File: src/rtl/irq_defs.sv
// Shared constants for the interrupt arbiter: state encoding and default sizing.
package irq_defs;

  localparam int NLINES_DEF = 8;
  localparam int VW_DEF     = 3;

  localparam logic [1:0] ST_IDLE    = 2'd0;
  localparam logic [1:0] ST_REQ     = 2'd1;
  localparam logic [1:0] ST_ACK     = 2'd2;
  localparam logic [1:0] ST_RECOVER = 2'd3;

endpackage

File: src/rtl/irq_arbiter_prio_enc.sv
// Combinational priority encoder: the lowest set index wins; any flags a non-empty input.
module irq_prio_enc
  import irq_defs::*;
#(
  parameter int NLINES = NLINES_DEF,
  parameter int VW     = VW_DEF
) (
  input  logic [NLINES-1:0] req,
  output logic [VW-1:0]     idx,
  output logic              any
);

  always_comb begin
    idx = '0;
    any = |req;
    // Scan downwards so the lowest set bit is the final assignment.
    for (int i = NLINES - 1; i >= 0; i--) begin
      if (req[i]) idx = VW'(i);
    end
  end

endmodule

File: src/rtl/irq_arbiter.sv
// Interrupt arbiter: synchronises active-low edge requests into pending bits, masks them,
// and runs the nirq / acknowledge handshake with the interrupt FSM.
//
//  state      | meaning
//  -----------+------------------------------------------------------------
//  ST_IDLE    | no request outstanding, nirq high, waiting for an enabled pending line
//  ST_REQ     | nirq low for the frozen winner, waiting for nack
//  ST_ACK     | vector presented with vecvalid high until nack releases
//  ST_RECOVER | one cycle with nirq high so the FSM sees a gap between requests
module irq_arbiter
  import irq_defs::*;
#(
  parameter int NLINES = NLINES_DEF,
  parameter int VW     = VW_DEF
) (
  input  logic              clk4,
  input  logic              reset,
  input  logic [NLINES-1:0] nirqin,
  input  logic [NLINES-1:0] ibus,
  input  logic              nmaskwe,
  input  logic              nack,
  output logic              nirq,
  output logic [VW-1:0]     vector,
  output logic              vecvalid,
  output logic [NLINES-1:0] pending,
  output logic [NLINES-1:0] ien
);

  logic [NLINES-1:0] sync1_q, sync1_d;
  logic [NLINES-1:0] sync2_q, sync2_d;
  logic [NLINES-1:0] prev_q, prev_d;
  logic [NLINES-1:0] pending_q, pending_d;
  logic [NLINES-1:0] ien_q, ien_d;
  logic [1:0]        state_q, state_d;
  logic [VW-1:0]     win_q, win_d;
  logic [VW-1:0]     vector_q, vector_d;
  logic              vecvalid_q, vecvalid_d;
  logic              nirq_q, nirq_d;

  logic [NLINES-1:0] fall;
  logic [NLINES-1:0] clr;
  logic [NLINES-1:0] active;
  logic [VW-1:0]     sel_idx;
  logic              sel_any;

  assign active = pending_q & ien_q;

  irq_prio_enc #(
    .NLINES(NLINES),
    .VW    (VW)
  ) u_prio_enc (
    .req(active),
    .idx(sel_idx),
    .any(sel_any)
  );

  always_comb begin
    sync1_d    = nirqin;
    sync2_d    = sync1_q;
    prev_d     = sync2_q;
    fall       = ~sync2_q & prev_q;
    clr        = '0;
    ien_d      = nmaskwe ? ien_q : ibus;
    state_d    = state_q;
    win_d      = win_q;
    vector_d   = vector_q;
    vecvalid_d = vecvalid_q;
    nirq_d     = nirq_q;

    case (state_q)
      ST_IDLE: begin
        if (sel_any) begin
          win_d   = sel_idx;
          state_d = ST_REQ;
          nirq_d  = 1'b0;
        end
      end
      ST_REQ: begin
        if (!nack) begin
          state_d      = ST_ACK;
          vector_d     = win_q;
          vecvalid_d   = 1'b1;
          nirq_d       = 1'b1;
          clr[win_q]   = 1'b1;
        end else if (!ien_q[win_q]) begin
          state_d = ST_IDLE;
          nirq_d  = 1'b1;
        end
      end
      ST_ACK: begin
        if (nack) begin
          state_d    = ST_RECOVER;
          vecvalid_d = 1'b0;
        end
      end
      default: begin
        state_d = ST_IDLE;
      end
    endcase

    // A fresh edge on the line being retired must survive the clear.
    pending_d = (pending_q & ~clr) | fall;
  end

  always_ff @(posedge clk4 or posedge reset) begin
    if (reset) begin
      sync1_q    <= '1;
      sync2_q    <= '1;
      prev_q     <= '1;
      pending_q  <= '0;
      ien_q      <= '0;
      state_q    <= ST_IDLE;
      win_q      <= '0;
      vector_q   <= '0;
      vecvalid_q <= 1'b0;
      nirq_q     <= 1'b1;
    end else begin
      sync1_q    <= sync1_d;
      sync2_q    <= sync2_d;
      prev_q     <= prev_d;
      pending_q  <= pending_d;
      ien_q      <= ien_d;
      state_q    <= state_d;
      win_q      <= win_d;
      vector_q   <= vector_d;
      vecvalid_q <= vecvalid_d;
      nirq_q     <= nirq_d;
    end
  end

  assign nirq     = nirq_q;
  assign vector   = vector_q;
  assign vecvalid = vecvalid_q;
  assign pending  = pending_q;
  assign ien      = ien_q;

endmodule

File: config.mk
export PLATFORM = sky130hd
export DESIGN_NAME = irq_arbiter
export DESIGN_NICKNAME = d
export VERILOG_FILES = /design/src/rtl/irq_defs.sv /design/src/rtl/irq_arbiter_prio_enc.sv /design/src/rtl/irq_arbiter.sv
export SDC_FILE = /design/constraint.sdc
export NUM_CORES = 1
export LEC_CHECK = 0
export CAP_MARGIN = 10
export CORE_MARGIN = 8
export CORE_UTILIZATION = 49
export CTS_BUF_LIST = sky130_fd_sc_hd__clkbuf_16
export DETAILED_ROUTE_END_ITERATION = 16
export HOLD_SLACK_MARGIN = 0.02
export PLACE_DENSITY = 0.86
export SLEW_MARGIN = 0
export SYNTH_ARGS = -nofsm -noshare
export SYNTH_HDL_FRONTEND = slang
export SYNTH_SLANG_ARGS = --single-unit
File: constraint.sdc
create_clock -name clk4 -period 1.9 [get_ports clk4]
set_input_delay 0.19 -clock clk4 [delete_from_list [all_inputs] [get_ports clk4]]
set_output_delay 0.19 -clock clk4 [all_outputs]
set_load 0.05 [all_outputs]
# After elaboration in Yosys (flattened, before gate mapping)
# Cells that the tools add are included.
# W data, S select, Z words.
[word_totals]
reg_bits = 50
input_bits = 20
out_inout_bits = 21
[op_classes]
n_reduce_logical = 10
muxes = 26
eq_ne = 6
order_cmp = 2
bitwise = 7
[op_table]
columns = ["cell", "count"]
rows = [
  ["$and A8 B8 Y8", 3],
  ["$mux W3", 8],
  ["$mux W8", 2],
  ["$not A8 Y8", 2],
  ["$reduce_and A3 Y1", 3],
  ["$mux W2", 4],
  ["$or A8 B8 Y8", 1],
  ["$reduce_or A8 Y1", 1],
  ["$mux W1", 7],
  ["$ne A2 B2 Y1 const B", 3],
  ["$pmux W2 S3", 1],
  ["$lt A3 B4 Y1 const B", 1],
  ["$pmux W1 S2", 2],
  ["$reduce_and A2 Y1", 2],
  ["$reduce_bool A2 Y1", 2],
  ["$bmux W1 S3", 1],
  ["$demux W1 S3", 1],
  ["$ge A3 B1 Y1 const B", 1],
  ["$ne A3 B3 Y1 const B", 1],
  ["$eq A2 B1 Y1 const B", 1],
  ["$eq A2 B2 Y1 const B", 1],
  ["$logic_not A2 Y1", 1],
  ["$logic_and A1 B1 Y1", 1],
  ["$not A1 Y1", 1],
]

# Logic depth before layout (Yosys ltp)
# Gate-level depths: netlist of the first run.
[logic_depth]
word_depth = 9
ltp_mapped = 5
mapped_depth_nobuf = 4

# Hierarchy
# From an unflattened synthesis of the first run, not the netlist that was laid out.
[unflattened]
cells_unflattened = 143
hier_area_um2 = 1899.3
[modules_own_cells]
columns = ["mod", "cells_per_inst", "seq_area_each_um2", "n_inst", "area_each_um2"]
rows = [
  ["irq_arbiter", 130, 1282.5, 1, 1818.0],
  ["irq_prio_enc", 13, 0.0, 1, 81.3],
]

# Worst setup path after synthesis of the first run
# OpenSTA, ideal clock, no wires.
[synth_timing]
path_type = "flip-flop to flip-flop"
start = "register ien_q[7] (netlist: ien[7])"
end = "register state_q[0]"
period_less_slack_ns = 1.530
stages_incl_launch_ff = 5
n_path_buf = 0
required_time_ns = 1.835
arrival_time_ns = 1.464
path_slack_ns = 0.370
cell_sequence = "dfrtp_1 > mux2i_1 > mux4_2 > nand3b_1 > nand2_1"
[synth_between]
elab_chain_len = 4
word_cells_on_any_way = 7
[synth_lines]
columns = ["element", "line", "rtl"]
rows = [
  ["start: declaration", "irq_arbiter.sv:33", "logic [NLINES-1:0] ien_q, ien_d;"],
  ["start signal: assignment", "irq_arbiter.sv:122", "ien_q <= ien_d;"],
  ["$bmux W1 S3 / $and A8 B8 Y8 (equally long branches)", "irq_arbiter.sv:85, irq_arbiter.sv:46", ""],
  ["$mux W1 (not written as such) / $reduce_or A8 Y1 (equally long branches)", "irq_arbiter.sv:85, irq_arbiter_prio_enc.sv:15", ""],
  ["$ne A3 B3 Y1 (no line) / $ne A2 B2 Y1 (equally long branches)", "n/a", ""],
  ["$reduce_and A3 Y1 (no line) (*)", "n/a", ""],
  ["end signal: assignment", "irq_arbiter.sv:123", "state_q <= state_d;"],
  ["end: declaration", "irq_arbiter.sv:34", "logic [1:0] state_q, state_d;"],
]
# Every way passes the cells marked *; elsewhere a longest branch is shown, timed or not. The select of a mux whose other input is x is not followed.
# A chain may end at the register's enable or synchronous reset.

# Final worst setup path of the first run
[layout_timing]
start = "register nirq_q (netlist: nirq)"
end = "output nirq"
[layout_lines]
columns = ["element", "line", "rtl"]
rows = [
  ["start: declaration", "irq_arbiter.sv:38", "logic nirq_q, nirq_d;"],
  ["start signal: assignment", "irq_arbiter.sv:127", "nirq_q <= nirq_d;"],
  ["end: declaration", "irq_arbiter.sv:22", "output logic nirq,"],
]
# No word-level cell between the ends.

==> Flow_metrics.wiki, run 1 <==
{| class="wikitable"
! Metric !! Value
|-
| Total congestion overflow after global routing || 0
|-
| Highest cell delay on the worst timing path || 0.80 ns
|-
| Ordered cell list for the critical path || clkdlybuf4s50_1
|-
| Average vias per placed instance || 5.39
|-
| Pin count of the biggest net entering global routing || 51
|-
| Dpl hpwl || 2770 um
|-
| Shortest clock period the worst path allows after layout || 1.80 ns
|-
| RSZ-0062 raised after global routing || false
|-
| Vias post-DR || 1261
|-
| Wire length of the first global-routing pass || 6430 um
|-
| Clock sink count || 50
|-
| TritonCTS clock tree || built
|-
| Syn_area_per_cell || 13.3 sq um
|-
| Number of cells in the finished layout apart from fillers || 234
|-
| Height of the chip || 77.6 um
|-
| Critical path's top delay family || buffers and inverters
|-
| Depth of the CTS H-tree || 2
|-
| Worst slew margin || 0.658
|-
| Worst endpoint required time || 1.71 ns
|-
| Clock Latency Late Sink || 0.28 ns
|-
| Register-to-register setup slack || 0.38 ns
|-
| Cell at the root of the clock tree || sky130_fd_sc_hd__clkbuf_16
|-
| Crit. End Element || output port
|-
| Router iterations before antenna repair || 4
|-
| Warnings from Yosys || 0
|-
| Area taken by multi-input logic gates || 507 sq um
|-
| Sum Neg Setup Slack || 0 ns
|-
| Net count of the finished layout || 205
|-
| Gr usage total || 0.133
|-
| Number of placement rows || 22
|-
| Worst-case clock buffer depth || 2
|-
| Largest fanout on the critical path || 2
|-
| Leakage component of the power || 0.00102 uW
|-
| # hold bufs at CTS || 0
|-
| Proportion of synthesized chip area in sequential cells || 0.689
|-
| CP startpoint kind || register
|-
| Timing-limited maximum frequency || 556 MHz
|-
| Setup clock skew after layout || 0.00295 ns
|-
| X dimension of the die || 77.6 um
|-
| Detailed-route wire length per cell || 16.2 um
|-
| Total CTS buffers || 5
|-
| Die area || 0.00603 sq mm
|-
| Critical setup path kind || register to output port
|-
| Starting Density || 0.509
|-
| Syn nets || 160
|-
| Clk slew on worst S/H paths || 0.06 ns
|-
| Max-slew violations || 0
|-
| Data arrival time at the worst-slack endpoint || 1.61 ns
|-
| Count of antenna diodes in the layout || 0
|-
| Routed wire length || 3800 um
|-
| Cell variety after synth || 26
|-
| Flip-flop and latch count after synthesis || 50
|-
| Count of maximum capacitance violations || 0
|-
| Layout cells sized above 1 || 0.247
|-
| Reg area || 0.00128 sq mm
|-
| Final count of hold timing violations || 0
|-
| Ports placed on the boundary || 41
|-
| Total DRC errors in the routed layout || 0
|-
| Number of gates resized after cts || 0
|-
| Count of placed standard cells including taps || 226
|-
| Max IR drop VDD || 909 uV
|-
| Weighted congestion reported at the end of routability-driven placement || 0.818
|-
| Number of setup buffers added after CTS || 0
|-
| Path class of the lowest-slack min-delay path || input port to async pin
|-
| Area growth syn-to-layout || 32.1%
|-
| Setup violators final || 0
|-
| Area inside the core boundary || 0.00366 sq mm
|-
| Outcome || complete, no violations
|-
| Worst-Margin Slew || 0.512 ns
|-
| Syn Inst Count || 140
|-
| Number of fill cells || 273
|-
| Areal power density over the cells || 1440 mW/mm^2
|-
| Via count of the first global-routing pass || 1356
|-
| ANT nets after route || 0
|-
| Post-route clock period utilization || 0.947
|-
| Iteration-0 DRC Markers || 124
|-
| Port Buf Inserts || 40
|-
| Worst-path cell with the longest stage delay || sky130_fd_sc_hd__clkdlybuf4s50_1
|-
| Initial antenna violation count || 0
|-
| Summed instance area of the synthesized netlist || 0.00186 sq mm
|-
| WP buf/inv || 1
|}
==> layer usage <==
metal  global-route usage  vias to the layer above  part of all wire  wire (um)
li1                     -                      578                 -          -
met2                0.221                       53              0.51       1950
met3               0.0530                        4             0.091        345
met4               0.0679                        0             0.011         42
met5                    0                        -                 0          0
met1                0.144                      626              0.38       1460
==> path summary, 6_finish.rpt <==
| check | from | to | cells after the start |
|---|---|---|---|
| max | nirq$_DFFE_PP1P_ | nirq | 1 |
| min | reset | win_q[2]$_DFFE_PP0P_ | 3 |
| max reg2reg | state_q[1]$_DFFE_PP0P_ | pending[1]$_DFF_PP0_ | 4 |
| min reg2reg | sync1_q[3]$_DFF_PP1_ | prev_d[3]$_DFF_PP1_ | 0 |
| max in group asynchronous | reset | prev_q[4]$_DFF_PP1_ | 3 |
| min in group clk4 | nirqin[2] | sync1_q[2]$_DFF_PP1_ | 1 |
==> layout make-up <==
| class | count | share of cell area |
|---|---|---|
| clock buffers | 5 | 0.0509 |
| clock inverters | 3 | 0.00509 |
| inverters | 14 | 0.0214 |
| multi-input cells | 73 | 0.206 |
| flip-flops and latches | 50 | 0.521 |
| well taps | 48 | 0.0244 |
| repair buffers | 41 | 0.171 |
==> report_power, final <==
group          switching (uW)  internal (uW)  leakage [uW]
Sequential                238           1280      0.000537
Combinational             728            475      0.000414
Clock                     346            475     0.0000724
==> through the flow <==
step | hold WS [ns] | instance area, sq um | utilization | total power, uW | setup slack, ns
finish | 0.266 | 2460 | 0.672 | 3550 | 0.101
global route | 0.309 | 2460 | 0.672 | 3710 | 0.0726
CTS | 0.281 | 2460 | 0.672 | 3570 | 0.0854
detailed placement | 0.347 | 2320 | 0.634 | 2740 | 0.145
global placement | 0.345 | 2320 | 0.634 | 2670 | 0.262
floorplan | 0.194 | 1860 | - | 2320 | 0.370
==> worst reg2reg max path, delay by kind of cell (launching register included) <==
kind               cells  cell delay (ns)
AOI/OAI and AO/OA      2             0.33
DFF                    1             0.45
and+or+nand+nor        2             0.62
==> placed cells by master, fill, tap and decap left out, types with 5 or more instances in the layout <==
| cell | n |
|---|---|
| sky130_fd_sc_hd__clkdlybuf4s50_1 | 40 |
| sky130_fd_sc_hd__dfrtp_1 | 25 |
| sky130_fd_sc_hd__dfstp_2 | 25 |
| sky130_fd_sc_hd__o21ai_0 | 17 |
| sky130_fd_sc_hd__inv_1 | 14 |
| sky130_fd_sc_hd__mux2_2 | 10 |
| sky130_fd_sc_hd__nand2_1 | 8 |
| sky130_fd_sc_hd__a21oi_1 | 6 |
| sky130_fd_sc_hd__nor2_1 | 5 |
| sky130_fd_sc_hd__clkbuf_16 | 5 |
==> kinds of logic (layout without fill, tap and decap cells) <==
kind of cell	Yosys count	in the layout	share of synthesized area
flip-flops	50	50	0.689
buffers and inverters	17	63	0.0390
multiplexers	15	15	0.0941
AO/OA/AOI/OAI	38	38	0.124
AND/OR/NAND/NOR	20	20	0.0538
==> sequential cells by signal, indices dropped and copies added, names as in the netlist <==
register  count
state_q       2
prev_q        8
win_q         3
prev_d        8
pending       8
vecvalid      1
vector        3
sync1_q       8
nirq          1
ien           8
==> Yosys cell counts, drive strengths merged <==
cell type | number | area, sq um
nand3b | 1 | 7.51
mux2i | 4 | 40.0
o31ai | 2 | 15.0
a21oi | 6 | 30.0
a41oi | 1 | 16.3
mux2 | 10 | 113
nand2b | 3 | 18.8
a21o | 1 | 7.51
nor2 | 5 | 18.8
buf | 1 | 11.3
nor2b | 1 | 6.26
a31oi | 1 | 6.26
dfrtp | 25 | 626
o21ai | 20 | 100
dfstp | 25 | 657
inv | 14 | 52.6
clkbuf | 2 | 8.75
a32oi | 2 | 17.5
a22oi | 4 | 30.0
a31o | 1 | 8.76
nor3b | 1 | 12.5
nand2 | 8 | 30.0
or2 | 1 | 6.26
mux4 | 1 | 22.5
No activity file was read; power rests on OpenSTA's default activity.
==> run 2: changes to the inputs <==
CORE_ASPECT_RATIO = 1.25   (was unset)
REMOVE_ABC_BUFFERS = 1   (was unset)
==> run 2 against run 1 <==
Clock-buffer cell count did not move; design area down 0.41%; non-clock buffer count stayed put; critical endpoint is now ien[2]; first-iteration DRC count is 35% lower.
==> Flow_metrics.wiki, run 2 (synthesis gave the netlist of run 1 again) <==
{| class="wikitable"
! Metric !! Value
|-
| Outcome || complete, no violations (unchanged)
|-
| Largest fanout on the critical path || 5 (was 2)
|-
| Dpl hpwl || 2940 um (was 2770 um)
|-
| Vias post-DR || 1267 (was 1261)
|-
| Count of maximum capacitance violations || 0 (unchanged)
|-
| Clock Latency Late Sink || 0.28 ns (about the same)
|-
| Timing-limited maximum frequency || 569 MHz (was 556 MHz)
|-
| Critical setup path kind || register to output port (unchanged)
|-
| Path class of the lowest-slack min-delay path || input port to async pin (unchanged)
|-
| Number of placement rows || 25 (was 22)
|-
| Pin count of the biggest net entering global routing || 51 (unchanged)
|-
| Switching Fraction || 0.371 (was 0.370)
|-
| Number of fill cells || 264 (was 273)
|-
| # hold bufs at CTS || 0 (unchanged)
|-
| Via count of the first global-routing pass || 1370 (was 1356)
|-
| Most frequent cells in the layout || sky130_fd_sc_hd__clkdlybuf4s50_1, sky130_fd_sc_hd__dfrtp_1, sky130_fd_sc_hd__dfstp_2 (unchanged)
|-
| CP startpoint kind || register (unchanged)
|-
| Max-slew violations || 0 (unchanged)
|-
| Post-Place Worst Slack || 0.230 ns (was 0.145 ns)
|-
| Cell at the root of the clock tree || sky130_fd_sc_hd__clkbuf_16 (unchanged)
|-
| Worst reg2reg endpoint || pending[7]$_DFF_PP0_ (was pending[1]$_DFF_PP0_)
|-
| Setup violators final || 0 (unchanged)
|-
| Sequential power share || 0.427 (was 0.429)
|-
| Routing usage on met1 || 0.142 (was 0.144)
|-
| Data arrival time at the worst-slack endpoint || 1.57 ns (was 1.61 ns)
|-
| X dimension of the die || 71.1 um (was 77.6 um)
|-
| Gr usage total || 0.141 (was 0.133)
|-
| Total congestion overflow after global routing || 0 (unchanged)
|-
| Net count of the finished layout || 205 (unchanged)
|-
| Highest cell delay on the worst timing path || 0.85 ns (was 0.80 ns)
|-
| Timing endpoint of the critical path || ien[2] (was nirq)
|-
| TritonCTS clock tree || built (unchanged)
|-
| Routed wire length || 4000 um (was 3800 um)
|-
| Leakage component of the power || 0.00102 uW (about the same)
|-
| Starting Density || 0.500 (was 0.509)
|-
| Reg area || 0.00128 sq mm (unchanged)
|-
| Wire length of the first global-routing pass || 6620 um (was 6430 um)
|-
| Setup clock skew after layout || 0.00355 ns (was 0.00295 ns)
|-
| Routing layer with the top usage in global route || met2 (unchanged)
|-
| Clock sink count || 50 (unchanged)
|-
| Part of the power in the clock network || 0.234 (was 0.232)
|-
| Crit. End Element || output port (unchanged)
|-
| Post-route clock period utilization || 0.925 (was 0.947)
|-
| Worst r2r src || state_q[1]$_DFFE_PP0P_ (unchanged)
|-
| Total CTS buffers || 5 (unchanged)
|-
| Number of gates resized after cts || 0 (unchanged)
|-
| Router iterations before antenna repair || 4 (unchanged)
|-
| Weighted congestion reported at the end of routability-driven placement || 0.798 (was 0.818)
|-
| Origin of the worst setup path || ien[2]$_DFFE_PP0N_ (was nirq$_DFFE_PP1P_)
|-
| Initial antenna violation count || 0 (unchanged)
|-
| Area taken by multi-input logic gates || 507 sq um (unchanged)
|-
| Port Buf Inserts || 40 (unchanged)
|-
| Most common cell after layout, fill and taps aside || sky130_fd_sc_hd__clkdlybuf4s50_1 (unchanged)
|-
| Area inside the core boundary || 0.00372 sq mm (was 0.00366 sq mm)
|-
| Height of the chip || 84.9 um (was 77.6 um)
|-
| Routing usage on met2 || 0.245 (was 0.221)
|-
| Clk slew on worst S/H paths || 0.06 ns (about the same)
|-
| Pint || 2230 uW (about the same)
|-
| Worst slew margin || 0.643 (was 0.658)
|-
| Max IR drop VDD || 839 uV (was 909 uV)
|-
| Critical path's top delay family || buffers and inverters (unchanged)
|-
| Count of antenna diodes in the layout || 0 (unchanged)
|-
| Worst-Margin Slew || 0.533 ns (was 0.512 ns)
|-
| Total placed instance area || 0.00231 sq mm (was 0.00232 sq mm)
|-
| Average vias per placed instance || 5.61 (was 5.39)
|-
| RSZ-0062 raised after global routing || false (unchanged)
|-
| Detailed-route wire length per cell || 17.7 um (was 16.2 um)
|-
| Cell area after layout || 0.00245 sq mm (was 0.00246 sq mm)
|-
| WP buf/inv || 1 (unchanged)
|-
| Part of the total power dissipated in combinational logic || 0.340 (was 0.339)
|-
| Depth of the critical timing path with buffers and inverters included || 1 (unchanged)
|-
| Worst-path cell with the longest stage delay || sky130_fd_sc_hd__clkdlybuf4s50_1 (unchanged)
|-
| GR met3 Demand/Resource || 0.0460 (was 0.0530)
|-
| Ports placed on the boundary || 41 (unchanged)
|-
| Number of cells in the finished layout apart from fillers || 226 (was 234)
|-
| Area growth syn-to-layout || 31.6% (was 32.1%)
|-
| Post-layout power || 3550 uW (about the same)
|-
| Sum Neg Setup Slack || 0 ns (unchanged)
|-
| ANT nets after route || 0 (unchanged)
|-
| Final count of hold timing violations || 0 (unchanged)
|-
| Areal power density over the cells || 1450 mW/mm^2 (was 1440 mW/mm^2)
|-
| Post-layout worst setup margin || 0.142 ns (was 0.101 ns)
|-
| Shortest clock period the worst path allows after layout || 1.76 ns (was 1.80 ns)
|-
| Worst-case clock buffer depth || 2 (unchanged)
|-
| Depth of the CTS H-tree || 2 (unchanged)
|-
| Die area || 0.00604 sq mm (was 0.00603 sq mm)
|-
| Layout cells sized above 1 || 0.258 (was 0.247)
|-
| Count of placed standard cells including taps || 218 (was 226)
|-
| Worst Reg2Reg Path Length in Cells || 4 (unchanged)
|-
| Iteration-0 DRC Markers || 80 (was 124)
|-
| Switching pwr || 1320 uW (was 1310 uW)
|-
| Number of setup buffers added after CTS || 0 (unchanged)
|-
| Ordered cell list for the critical path || clkdlybuf4s50_1 (unchanged)
|-
| Total DRC errors in the routed layout || 0 (unchanged)
|-
| Register-to-register setup slack || 0.35 ns (was 0.38 ns)
|-
| Worst endpoint required time || 1.71 ns (about the same)
|}
==> run 2: final cells by class <==
type | instances | area share
Tap cell | 40 | 0.0204
Timing Repair Buffer | 41 | 0.171
Inverter | 14 | 0.0215
Sequential cell | 50 | 0.523
Multi-Input combinational cell | 73 | 0.207
Clock buffer | 5 | 0.0511
Clock inverter | 3 | 0.00613
==> run 2: worst min-delay path by stage <==
stage	start	to	slack [ns]	cells after the start
2_1_floorplan	nirqin[0]	sync1_q[0]$_DFF_PP1_	0.19	0
3_3_place_gp	sync1_q[1]$_DFF_PP1_	prev_d[1]$_DFF_PP1_	0.35	0
3_5_place_dp	sync1_q[5]$_DFF_PP1_	prev_d[5]$_DFF_PP1_	0.35	0
4_1_cts	reset	state_q[1]$_DFFE_PP0P_	0.28	3
5_1_grt	nirqin[1]	sync1_q[1]$_DFF_PP1_	0.30	1
6_report	reset	vector[2]$_DFFE_PP0P_	0.26	3
==> run 2: stage by stage <==
| stage | hold WS, ns | utilization |
|---|---|---|
| 5_1_grt | 0.302 | 0.658 |
| 4_1_cts | 0.278 | 0.658 |
| 2_1_floorplan | 0.194 | - |
| 3_5_place_dp | 0.347 | 0.621 |
| 6_report | 0.262 | 0.658 |
| 3_3_place_gp | 0.345 | 0.621 |
==> run 2: power by group through the flow <==
stage	Clock [uW]	Sequential, uW	Combinational [uW]
after floorplan	0	1850	434
after global placement	0	1510	1160
after detailed placement	0	1530	1200
after CTS	861	1520	1220
after global routing	898	1550	1290
final	830	1520	1210
==> run 2: tightest hold or removal path, delay by kind of cell <==
| kind | cells | cell delay [ns] |
|---|---|---|
| buffers and inverters | 3 | 0.73 |
==> run 2: layer usage <==
metal / part of all wire / vias up
met1: 0.38 / 628
met2: 0.53 / 48
met3: 0.055 / 16
met4: 0.038 / 0
li1: - / 575
met5: 0 / -
==> run 3: changes to the inputs <==
CORE_ASPECT_RATIO = 0.9   (was 1.25)
==> run 3 against run 2 <==
Cell count is 3.1% higher; design area increased by 1.5%; combinational power is essentially flat; sequential power about the same; global-route usage is essentially flat; sequential share of layout area fell by 0.79 points; fmax decreased by 2.5%; core utilization increased by 1.8 points; wire length decreased by 0.40%; largest power group unchanged.
==> Flow_metrics.wiki, run 3 (synthesis gave the netlist of run 1 again) <==
{| class="wikitable"
! Metric !! Value
|-
| # hold bufs at CTS || 0 (unchanged)
|-
| Cell at the root of the clock tree || sky130_fd_sc_hd__clkbuf_16 (unchanged)
|-
| Worst r2r src || state_q[1]$_DFFE_PP0P_ (unchanged)
|-
| TritonCTS clock tree || built (unchanged)
|-
| Area inside the core boundary || 0.00368 sq mm (was 0.00372 sq mm)
|-
| Iteration-0 DRC Markers || 158 (was 80)
|-
| Most frequent cells in the layout || sky130_fd_sc_hd__clkdlybuf4s50_1, sky130_fd_sc_hd__dfrtp_1, sky130_fd_sc_hd__dfstp_2 (unchanged)
|-
| Final count of hold timing violations || 0 (unchanged)
|-
| Worst endpoint required time || 1.71 ns (about the same)
|-
| Detailed-route wire length per cell || 17.1 um (was 17.7 um)
|-
| Worst-path cell with the longest stage delay || sky130_fd_sc_hd__clkdlybuf4s50_1 (unchanged)
|-
| RSZ-0062 raised after global routing || false (unchanged)
|-
| Number of gates resized after cts || 0 (unchanged)
|-
| Shortest clock period the worst path allows after layout || 1.80 ns (was 1.76 ns)
|-
| Reg area || 0.00128 sq mm (unchanged)
|-
| Worst reg2reg endpoint || pending[3]$_DFF_PP0_ (was pending[7]$_DFF_PP0_)
|-
| Starting Density || 0.506 (was 0.500)
|-
| Vias post-DR || 1250 (was 1267)
|-
| CP startpoint kind || register (unchanged)
|-
| Sum Neg Setup Slack || 0 ns (unchanged)
|-
| Max-slew violations || 0 (unchanged)
|-
| Count of maximum capacitance violations || 0 (unchanged)
|-
| Clock sink count || 50 (unchanged)
|-
| Depth of the critical timing path with buffers and inverters included || 1 (unchanged)
|-
| Die area || 0.00603 sq mm (was 0.00604 sq mm)
|-
| Leakage component of the power || 0.00104 uW (was 0.00102 uW)
|-
| Port Buf Inserts || 40 (unchanged)
|-
| Worst-Margin Slew || 0.517 ns (was 0.533 ns)
|-
| Origin of the worst setup path || nirq$_DFFE_PP1P_ (was ien[2]$_DFFE_PP0N_)
|-
| Crit. End Element || output port (unchanged)
|-
| Router iterations before antenna repair || 4 (unchanged)
|-
| Setup violators final || 0 (unchanged)
|-
| Highest cell delay on the worst timing path || 0.79 ns (was 0.85 ns)
|-
| Outcome || complete, no violations (unchanged)
|-
| Routed wire length || 3980 um (was 4000 um)
|-
| Average vias per placed instance || 5.36 (was 5.61)
|-
| Largest fanout on the critical path || 2 (was 5)
|-
| Clock Latency Late Sink || 0.29 ns (was 0.28 ns)
|-
| Timing endpoint of the critical path || nirq (was ien[2])
|-
| Initial antenna violation count || 0 (unchanged)
|-
| Worst slew margin || 0.654 (was 0.643)
|-
| Pin count of the biggest net entering global routing || 24 (was 51)
|-
| Gr usage total || 0.141 (about the same)
|-
| Data arrival time at the worst-slack endpoint || 1.61 ns (was 1.57 ns)
|-
| X dimension of the die || 81.0 um (was 71.1 um)
|-
| Ordered cell list for the critical path || clkdlybuf4s50_1 (unchanged)
|-
| Weighted congestion reported at the end of routability-driven placement || 0.904 (was 0.798)
|-
| Net count of the finished layout || 206 (was 205)
|-
| Max IR drop VDD || 810 uV (was 839 uV)
|-
| Total CTS buffers || 5 (unchanged)
|-
| Path class of the lowest-slack min-delay path || input port to register (was input port to async pin)
|-
| Area taken by multi-input logic gates || 507 sq um (unchanged)
|-
| Area growth syn-to-layout || 33.6% (was 31.6%)
|-
| Register-to-register setup slack || 0.34 ns (was 0.35 ns)
|-
| Post-route clock period utilization || 0.949 (was 0.925)
|-
| WP buf/inv || 1 (unchanged)
|-
| Beginning of the worst hold path || nirqin[1]
|-
| Wire length of the first global-routing pass || 6390 um (was 6620 um)
|-
| Most common cell after layout, fill and taps aside || sky130_fd_sc_hd__clkdlybuf4s50_1 (unchanged)
|-
| Timing-limited maximum frequency || 555 MHz (was 569 MHz)
|-
| Post-layout power || 3660 uW (was 3550 uW)
|-
| Clk slew on worst S/H paths || 0.06 ns (about the same)
|-
| Depth of the CTS H-tree || 2 (unchanged)
|-
| Number of placement rows || 21 (was 25)
|-
| Layout cells sized above 1 || 0.257 (was 0.258)
|-
| Critical path's top delay family || buffers and inverters (unchanged)
|-
| Ports placed on the boundary || 41 (unchanged)
|-
| Number of fill cells || 255 (was 264)
|-
| Dpl hpwl || 3000 um (was 2940 um)
|-
| ANT nets after route || 0 (unchanged)
|-
| Setup clock skew after layout || 0.00432 ns (was 0.00355 ns)
|-
| Number of setup buffers added after CTS || 0 (unchanged)
|-
| Via count of the first global-routing pass || 1371 (was 1370)
|-
| Areal power density over the cells || 1470 mW/mm^2 (was 1450 mW/mm^2)
|-
| Height of the chip || 74.5 um (was 84.9 um)
|-
| Worst Reg2Reg Path Length in Cells || 4 (unchanged)
|-
| Total congestion overflow after global routing || 0 (unchanged)
|-
| Total DRC errors in the routed layout || 0 (unchanged)
|-
| Worst-case clock buffer depth || 2 (unchanged)
|-
| Count of antenna diodes in the layout || 0 (unchanged)
|-
| Critical setup path kind || register to output port (unchanged)
|}
-- run 3: changes by cell type in the layout (fill, tap and decap cells not counted) --
cell / before / now
sky130_fd_sc_hd__clkbuf_16: 5 / 6
sky130_fd_sc_hd__clkdlybuf4s50_1: 39 / 40
sky130_fd_sc_hd__inv_1: 13 / 14
sky130_fd_sc_hd__clkinv_1: 1 / 0
sky130_fd_sc_hd__clkinv_2: 1 / 0
-- run 3: through the flow --
stage	instance area, sq um	cells	hold WS [ns]	worst slack [ns]	utilization
6_report	2490	233	0.304	0.0973	0.676
4_1_cts	2490	233	0.300	0.0903	0.676
3_5_place_dp	2330	225	0.347	0.167	0.633
5_1_grt	2490	233	0.298	0.0793	0.676
3_3_place_gp	2330	225	0.345	0.268	0.633
2_1_floorplan	1840	137	0.194	0.370	-
-- run 3: worst min-delay path by stage --
stage | endpoint | slack [ns] | depth (start not counted)
after floorplan | sync1_q[0]$_DFF_PP1_ | 0.19 | 0
after global placement | prev_d[7]$_DFF_PP1_ | 0.35 | 0
after detailed placement | prev_d[1]$_DFF_PP1_ | 0.35 | 0
after CTS | sync1_q[1]$_DFF_PP1_ | 0.30 | 1
after global routing | sync1_q[2]$_DFF_PP1_ | 0.30 | 1
final | sync1_q[1]$_DFF_PP1_ | 0.30 | 1
-- run 3: where the power goes --
part,internal (uW),leakage (uW),switching [uW]
registers,1280,0.000537,226
logic,476,0.000419,744
clock network,563,0.0000837,367
total,2320,0.00104,1340
-- run 3: layout make-up --
| type | instances | area share |
|---|---|---|
| Timing Repair Buffer | 42 | 0.172 |
| Sequential cell | 50 | 0.516 |
| Multi-Input combinational cell | 73 | 0.204 |
| Clock buffer | 6 | 0.0604 |
| Inverter | 14 | 0.0211 |
| Tap cell | 46 | 0.0231 |
| Clock inverter | 2 | 0.00402 |
-- run 3: routing by layer --
layer | vias up | global-route usage | part of all wire
met5 | - | 0 | 0
met4 | 0 | 0.0614 | 0.022
met3 | 9 | 0.0568 | 0.087
met2 | 54 | 0.245 | 0.52
met1 | 614 | 0.147 | 0.37
li1 | 573 | - | -
